File: config.mk
export PLATFORM = sky130hd
export DESIGN_NAME = game_flow_ctrl
export DESIGN_NICKNAME = d
export VERILOG_FILES = /design/src/rtl/game_flow_ctrl_pkg.sv /design/src/rtl/game_flow_ctrl_btn_edge.sv /design/src/rtl/game_flow_ctrl.sv
export SDC_FILE = /design/constraint.sdc
export NUM_CORES = 1
export LEC_CHECK = 0
export ABC_AREA = 0
export CAP_MARGIN = 20
export CORE_MARGIN = 1.5
export CORE_UTILIZATION = 52
export DETAILED_ROUTE_END_ITERATION = 8
export PLACE_DENSITY_LB_ADDON = 0.25
export SETUP_SLACK_MARGIN = 0.5
export SYNTH_ARGS = -nofsm -noshare
export SYNTH_HDL_FRONTEND = slang
export SYNTH_SLANG_ARGS = --single-unit
File: constraint.sdc
create_clock -name clk -period 2.8 [get_ports clk]
set_clock_uncertainty 0.05 [all_clocks]
set_input_delay 0.56 -clock clk [delete_from_list [all_inputs] [get_ports clk]]
set_output_delay 0.56 -clock clk [all_outputs]
set_load 0.01 [all_outputs]
File: src/rtl/game_flow_ctrl_pkg.sv
`default_nettype none
// +----------------------------------------------------------------------------+
// | game_flow_ctrl_pkg                                                          |
// | Shared game-state encoding, playfield constants and width helper.           |
// | Rev 1.0 - initial N-level / timeout / pause release                          |
// +----------------------------------------------------------------------------+
package game_flow_ctrl_pkg;

  // START must stay at encoding 0 so a cleared register means "menu".
  typedef enum logic [2:0] {
    START      = 3'd0,
    PLAY       = 3'd1,
    PAUSED     = 3'd2,
    LEVEL_DONE = 3'd3,
    FINISH     = 3'd4,
    TIMEOUT    = 3'd5
  } g_state;

  localparam int unsigned FINISH_X_DEFAULT = 980;

  function automatic int unsigned clog2_min1(input int unsigned v);
    return (v <= 1) ? 1 : $clog2(v);
  endfunction

endpackage
`default_nettype wire

File: src/rtl/game_flow_ctrl_btn_edge.sv
`default_nettype none
// +----------------------------------------------------------------------------+
// | game_flow_ctrl_btn_edge                                                     |
// | Rising-edge detector; history resets high so a held button is not an event. |
// | Rev 1.0 - initial release                                                    |
// +----------------------------------------------------------------------------+
module game_flow_ctrl_btn_edge #(
  parameter int W = 4
) (
  input  logic         clk,
  input  logic         rst,
  input  logic [W-1:0] i_btn,
  output logic [W-1:0] o_rise
);

  logic [W-1:0] r_hist;

  always_ff @(posedge clk) begin
    if (rst) r_hist <= '1;
    else     r_hist <= i_btn;
  end

  assign o_rise = i_btn & ~r_hist;

endmodule
`default_nettype wire

File: src/rtl/game_flow_ctrl.sv
`default_nettype none
// +----------------------------------------------------------------------------+
// | game_flow_ctrl                                                              |
// | Top-level game flow: menu, N levels, per-level timeout, pause, hold phase.  |
// | Rev 1.0 - initial release                                                    |
// +----------------------------------------------------------------------------+
module game_flow_ctrl
  import game_flow_ctrl_pkg::*;
#(
  parameter int          N_PLAYERS   = 2,
  parameter int          N_LEVELS    = 3,
  parameter int          XW          = 12,
  parameter int unsigned FINISH_X    = FINISH_X_DEFAULT,
  parameter int unsigned LVL_TIMEOUT = 0,
  parameter int unsigned HOLD_CYC    = 65_000_000,
  localparam int LW = clog2_min1(N_LEVELS),
  localparam int TW = clog2_min1(LVL_TIMEOUT + 1)
) (
  input  logic                    clk,
  input  logic                    rst,
  input  logic                    m_left,
  input  logic                    m_right,
  input  logic                    gpio,
  input  logic                    pause,
  input  logic [N_PLAYERS*XW-1:0] xpos,
  output g_state                  game_state,
  output logic [LW-1:0]           level,
  output logic                    level_start,
  output logic [TW-1:0]           time_left,
  output logic [N_PLAYERS-1:0]    players_done
);

  localparam int HW = clog2_min1(HOLD_CYC);

  localparam logic [TW-1:0] c_TL_RELOAD = TW'(LVL_TIMEOUT);
  localparam logic [LW-1:0] c_LAST_LVL  = LW'(N_LEVELS - 1);
  localparam logic [HW-1:0] c_HOLD_LAST = HW'(HOLD_CYC - 1);
  localparam logic          c_TO_EN     = (LVL_TIMEOUT != 0);

  logic [3:0]           w_ev;
  logic                 w_ml_ev, w_mr_ev, w_gpio_ev, w_pause_ev;
  logic [N_PLAYERS-1:0] w_done_vec;
  logic                 w_all_done;

  g_state               r_state;
  logic [LW-1:0]        r_level;
  logic                 r_level_start;
  logic [TW-1:0]        r_time_left;
  logic [N_PLAYERS-1:0] r_players_done;
  logic [HW-1:0]        r_hold;

  game_flow_ctrl_btn_edge #(.W(4)) u_btn_edge (
    .clk    (clk),
    .rst    (rst),
    .i_btn  ({pause, gpio, m_right, m_left}),
    .o_rise (w_ev)
  );

  assign w_ml_ev    = w_ev[0];
  assign w_mr_ev    = w_ev[1];
  assign w_gpio_ev  = w_ev[2];
  assign w_pause_ev = w_ev[3];

  for (genvar gi = 0; gi < N_PLAYERS; gi++) begin : g_cmp
    assign w_done_vec[gi] = (32'(xpos[gi*XW +: XW]) >= FINISH_X);
  end

  assign w_all_done = &w_done_vec;

  always_ff @(posedge clk) begin
    if (rst) begin
      r_state        <= START;
      r_level        <= '0;
      r_level_start  <= 1'b0;
      r_time_left    <= '0;
      r_players_done <= '0;
      r_hold         <= '0;
    end else begin
      r_level_start  <= 1'b0;
      r_players_done <= w_done_vec;
      case (r_state)
        START: begin
          if (w_ml_ev | w_gpio_ev) begin
            r_state       <= PLAY;
            r_level       <= '0;
            r_time_left   <= c_TL_RELOAD;
            r_level_start <= 1'b1;
          end
        end
        PLAY: begin
          // Finishing on the expiry cycle counts as a finish, not a timeout.
          if (w_all_done) begin
            r_state <= LEVEL_DONE;
            r_hold  <= '0;
          end else if (c_TO_EN && (r_time_left == TW'(1))) begin
            r_state     <= TIMEOUT;
            r_time_left <= '0;
          end else if (w_mr_ev) begin
            r_state <= START;
          end else if (w_pause_ev) begin
            r_state <= PAUSED;
          end else if (c_TO_EN && (r_time_left != '0)) begin
            r_time_left <= r_time_left - TW'(1);
          end
        end
        PAUSED: begin
          if (w_mr_ev)         r_state <= START;
          else if (w_pause_ev) r_state <= PLAY;
        end
        LEVEL_DONE: begin
          if (r_hold == c_HOLD_LAST) begin
            if (r_level == c_LAST_LVL) begin
              r_state <= FINISH;
            end else begin
              r_state       <= PLAY;
              r_level       <= r_level + LW'(1);
              r_time_left   <= c_TL_RELOAD;
              r_level_start <= 1'b1;
            end
          end else begin
            r_hold <= r_hold + HW'(1);
          end
        end
        FINISH, TIMEOUT: begin
          if (w_mr_ev) begin
            r_state     <= START;
            r_level     <= '0;
            r_time_left <= '0;
          end
        end
        default: r_state <= START;
      endcase
    end
  end

  assign game_state   = r_state;
  assign level        = r_level;
  assign level_start  = r_level_start;
  assign time_left    = r_time_left;
  assign players_done = r_players_done;

endmodule
`default_nettype wire
* Yosys cells after proc, flatten, opt, wreduce, memory -nomap -nowiden *
Cells that the tools add are included.

word-level totals
  bits in registers = 39
  bits of input ports = 30
  output and inout bits = 9
  word-level logic and storage cells = 64

cells by class
  add/sub/neg operators = 2
  order comparisons = 2
  equality and inequality tests = 15
  multiplexer cells = 27
  bitwise gates (word level) = 3
  reductions and logical operators = 8

operator list
  kind                                                                                    number
  26-bit 2-to-1 mux                                                                       2
  26-bit one-hot mux with 2 select lines                                                  1
  3-bit 2-to-1 mux                                                                        9
  26-bit by 1-bit adder with 26-bit output (second input constant)                        1
  26-bit == test (second input constant)                                                  1
  12-bit by 10-bit greater-or-equal comparator with 1-bit output (second input constant)  2
  3-bit one-hot mux with 5 select lines                                                   1
  2-bit != test (second input constant)                                                   5
  5-bit AND reduction                                                                     2
  2-bit 2-to-1 mux                                                                        4
  1-bit 2-to-1 mux                                                                        7
  3-bit by 2-bit == test with 1-bit output (second input constant)                        2
  3-bit == test (second input constant)                                                   2
  2-bit one-hot mux with 3 select lines                                                   1
  4-bit bitwise AND                                                                       1
  4-bit by 2-bit != test with 1-bit output (second input constant)                        1
  4-bit NOT                                                                               1
  3-bit by 1-bit == test with 1-bit output (second input constant)                        1
  3-bit zero test                                                                         1
  3-bit by 1-bit != test with 1-bit output (second input constant)                        1
  1-bit one-hot mux with 3 select lines                                                   1
  3-bit AND reduction                                                                     1
  3-bit nonzero test                                                                      1
  2-bit by 1-bit adder with 2-bit output (second input constant)                          1
  other kinds (7)                                                                         7

* Logic depth before layout (Yosys ltp) *
  word-level depth = 6
  mapped depth = 7
  gate-level depth less buffers = 7

* By module *
From an unflattened synthesis, not the netlist that was laid out.

unflattened totals
  cell total of the unflattened synthesis = 263
  area total of the unflattened synthesis = 2230.9 um^2

modules (own cells, without submodules)
  module                   instances  cells each  area each (um^2)  sequential area each (um^2)
  game_flow_ctrl           1          251         2100.8            680.7
  game_flow_ctrl_btn_edge  1          12          130.1             80.1

* Worst setup path after synthesis *
OpenSTA, ideal clock, no wires.

  path kind = input port to flip-flop
  from = in xpos[23]
  to = reg r_hold[8]
  setup time = 115 ps
  arrival time = 2019 ps
  required time = 2635 ps
  slack = 616 ps
  cell stages on the path = 7
  path buffers = 2
  cell sequence = nor3_1 a22oi_1 a21oi_1 clkbuf_1 clkbuf_1 nor4_1 o21a_1

between the ends
  cells in the longest elaborated chain, start to end = 4

ends and longest elaborated chain
  element                                                         RTL line               source
  start: declaration                                              game_flow_ctrl.sv:25   input logic [N_PLAYERS*XW-1:0] xpos,
  12-bit by 10-bit greater-or-equal comparator with 1-bit output  game_flow_ctrl.sv:65   assign w_done_vec[gi] = (32'(xpos[gi*XW +: XW]) >= FINISH_X);
  2-bit AND reduction                                             game_flow_ctrl.sv:68   assign w_all_done = &w_done_vec;
  2-bit != test (no line)                                         -
  3-bit AND reduction (no line)                                   -
  end signal: assignment                                          game_flow_ctrl.sv:121  r_hold <= r_hold + HW'(1);
  end: declaration                                                game_flow_ctrl.sv:50   logic [HW-1:0] r_hold;

No other way between the ends.
A chain may end at the register's enable or synchronous reset.

* Final worst setup path *
  from = reg r_hold[1]
  to = reg r_level[1], in the netlist level[1]

between the ends
  cells in the longest elaborated chain, start to end = 3

ends and longest elaborated chain
  element                        RTL line               source
  26-bit == test                 game_flow_ctrl.sv:111  if (r_hold == c_HOLD_LAST) begin
  2-bit != test (no line)        -
  5-bit AND reduction (no line)  -
  end signal: assignment         game_flow_ctrl.sv:116  r_level <= r_level + LW'(1);
  end: declaration               game_flow_ctrl.sv:46   logic [LW-1:0] r_level;

No other way between the ends.

==> impl_results.md <==
- Status: complete, no violations
- Global route overflow: 0
- Number of global-route vias before repair: 1,817
- Total Routing Usage GR: 24.8%
- RSZ-0062 raised after global routing: true
- Drc violations: 0
- Min Tclk post-route: 2.29 ns
- Critical path class: flip-flop to flip-flop
- Die ar.: 0.00447 mm2
- Bufs on Longest Clock Path: 2
- Yosys synthesis warning count: 0
- Detail Route Antenna Nets: 0
- Clk_lat worst skew: 0.29 ns
- Clock root cell: clkbuf_8
- Hold buffer count at CTS: 0
- Cell family with most CP delay: simple AND/OR/NAND/NOR gates
- Clock Sinks: 38
- Internal: 889 uW
- Die height: 66.9 um
- Vias: 2,217
- Fmax: 0.437 GHz
- Sequential Power Share: 45.6%
- H-tree levels: 2
- Startpoint types: flip-flop
- Req. time, crit path: 2.97 ns
- Initial antenna violation count: 0
- IO buf count: 33
- Die width: 66.9 um
- CTS tree: done
- DR iter-0 viols: 149
- Number of detailed-route iterations in the first pass: 5
- Switching Share: 31.0%
- Nature of the critical path endpoint: flip-flop
- Num CTS Buffers: 5
- Drt wl/cell: 14.9 um
- First-pass GRT wire length: 8.49 mm
- Diode count: 0
- Clock-pin transition on the worst setup and hold timing paths: 0.08 ns
- Sequential-to-total area share from yosys stat: 35.9%
- Yosys cell types: 52
- Post-synthesis cell count: 265
- Simple-Gate Fraction of Synth Area: 35.4%
- Final Hold Fails: 0
- Compound-cell area share of the yosys netlist: 21.1%
- Final WL: 5.23 mm
- Mean Syn Cell Area: 8.00 um2
- Critical path data arrival time: 2.46 ns
- Core Region: 0.00397 mm2
- CP peak stage delay: 0.57 ns
- Worst R2R Path Depth: 6
- Logic pwr share: 23.9%
- CP Cell Sequence: ha_2, inv_1, or2_1, or4_4, or4_4, a21oi_2
- Period utilization: 81.7%
- Io pins: 39
- Synth Area in XOR/XNOR: 0.413%
- Max-cap violations: 0
- CP bufs+invs: 1
- Most common cell after layout, fill and taps aside: dfxtp_1
- Final setup violation count: 0
- Post-synthesis mux area share: 1.42%
- P_leak: 0.818 nW
- Worst-Margin Slew: 0.515 ns
- Worst vdd ir: 0.305 mV
- Finished Core Util: 66.6%
- Slowest-stage cell, CP: or4_4
- Slew HR: 65.6%
- Most frequent cells in the layout: 37 x dfxtp_1, 33 x clkdlybuf4s50_1, 25 x nand2_1
- Final HPWL DP: 3.79 mm
- Max-slew violation count: 0
- WP depth: 6
- Power per cell area: 487 mW/mm2
- Hold WS: 0.443 ns
- Hold depth: 2
- Power Total: 1.29 mW
- Peak fanout along the critical path: 4
- Drt via density: 6.32
- Final #Nets: 332
- Initial core utilization: 53.4%
- Layout cells sized above 1: 11.0%
- Largest family of logic cells by synthesized area: simple AND/OR/NAND/NOR gates
- Synth Area in Adders: 1.18%
- Clk pwr share: 30.5%
- Synthesized Nets: 297
- Synth-to-layout area growth: 24.8%
- Top cell by count, worst path: or4_4
- Cell row count: 23
- #FFs+latches synth: 38
- Ys flop type: dfxtp_1
- Post-synth EDFFs: 0
- Largest net degree at the start of global routing: 45
- Fill count: 338
- Setup TNS Final: 0 ns
- Sw power: 399 uW
- GPL Wtd Cong: 0.838
- Synth async-reset ratio: 0%
- Hold Path Class: flip-flop to flip-flop
- Mapped cell area: 0.00212 mm2
==> registers in the layout (all words and copies together) (netlist names) <==
name	flops
game_state	3
players_done	2
level	2
u_btn_edge.r_hist	4
level_start	1
r_hold	26
==> synthesized netlist by cell type (5+ instances only) <==
cell type / count / share of area, %
a21oi_1: 23 / 5.4
clkbuf_1: 10 / 1.8
dfxtp_1: 38 / 36
inv_1: 11 / 1.9
nand2_1: 25 / 4.4
nand2b_1: 6 / 1.8
nand3_1: 14 / 3.3
nand4_1: 11 / 3.2
nor2_1: 9 / 1.6
nor2b_1: 5 / 1.5
nor3_1: 7 / 1.7
nor4_1: 5 / 1.5
o21ai_0: 9 / 2.1
o31ai_1: 15 / 5.3
or3_1: 6 / 1.8
or4_1: 14 / 5.0
==> metal layers <==
| layer | wire (um) | global-route usage, % |
|---|---|---|
| met1 | 2360 | 34.7 |
| met2 | 2490 | 36.9 |
| met3 | 320 | 6.76 |
| met4 | 63 | 7.65 |
| met5 | 0 | 0 |
==> power by group through the flow <==
| stage | clock network (mW) | registers, mW | logic (mW) |
|---|---|---|---|
| final | 0.392 | 0.588 | 0.308 |
| after global routing | 0.420 | 0.591 | 0.337 |
| after CTS | 0.396 | 0.587 | 0.304 |
| after detailed placement | 0 | 0.600 | 0.304 |
| after global placement | 0 | 0.598 | 0.298 |
| after floorplan | 0 | 0.584 | 0.189 |
==> cells by family (layout without fill, tap and decap cells) <==
family | Yosys count | count (layout)
other | 1 | 1
adders and majority gates | 2 | 2
buffers and inverters | 24 | 60
xor gates and xnor gates | 1 | 1
and+or+nand+nor | 127 | 127
AOI/OAI and AO/OA | 69 | 69
DFF | 38 | 38
muxes | 3 | 3
==> final cells by class <==
cell class	instances	area [um2]	share of cell area [%]
well taps	50	62.6	2.36
multi-input cells	203	1290	48.6
repair buffers	41	403	15.2
inverters	11	41.3	1.56
flip-flops and latches	38	762	28.8
clock inverters	1	5.00	0.189
clock buffers	7	86.3	3.26
==> worst register-to-register path: stages (launching register included) <==
cell     delay (ns)
dfxtp_1        0.38
ha_2           0.22
inv_1          0.09
or2_1          0.29
or4_4          0.57
or4_4          0.50
a21oi_2        0.13
==> path summary, 6_finish.rpt <==
kind | slack (ns) | startpoint | to
setup / recovery | 0.51 | r_hold[1]$_SDFFE_PP0P_ | level[1]$_SDFFE_PP0P_
hold / removal | 0.44 | r_hold[4]$_SDFFE_PP0P_ | r_hold[4]$_SDFFE_PP0P_
setup reg to reg | 0.51 | r_hold[1]$_SDFFE_PP0P_ | level[1]$_SDFFE_PP0P_
hold reg to reg | 0.44 | r_hold[4]$_SDFFE_PP0P_ | r_hold[4]$_SDFFE_PP0P_
==> stage by stage <==
stage / cells / worst slack (ns) / instance area [um2]
after floorplan: 265 / 0.616 / 2120
after global placement: 342 / 0.359 / 2530
after detailed placement: 342 / 0.323 / 2530
after CTS: 350 / 0.492 / 2630
after global routing: 351 / 0.440 / 2650
final: 351 / 0.514 / 2650
==> repair_timing <==
item / in CTS / in global routing
buffers inserted: 0 / 1
resized for setup: 1 / 4
hold endpoints to repair: 0 / 0
setup endpoints to repair: 2 / 10
pin swaps: 0 / 1
Power figures use the tool's default switching activity.
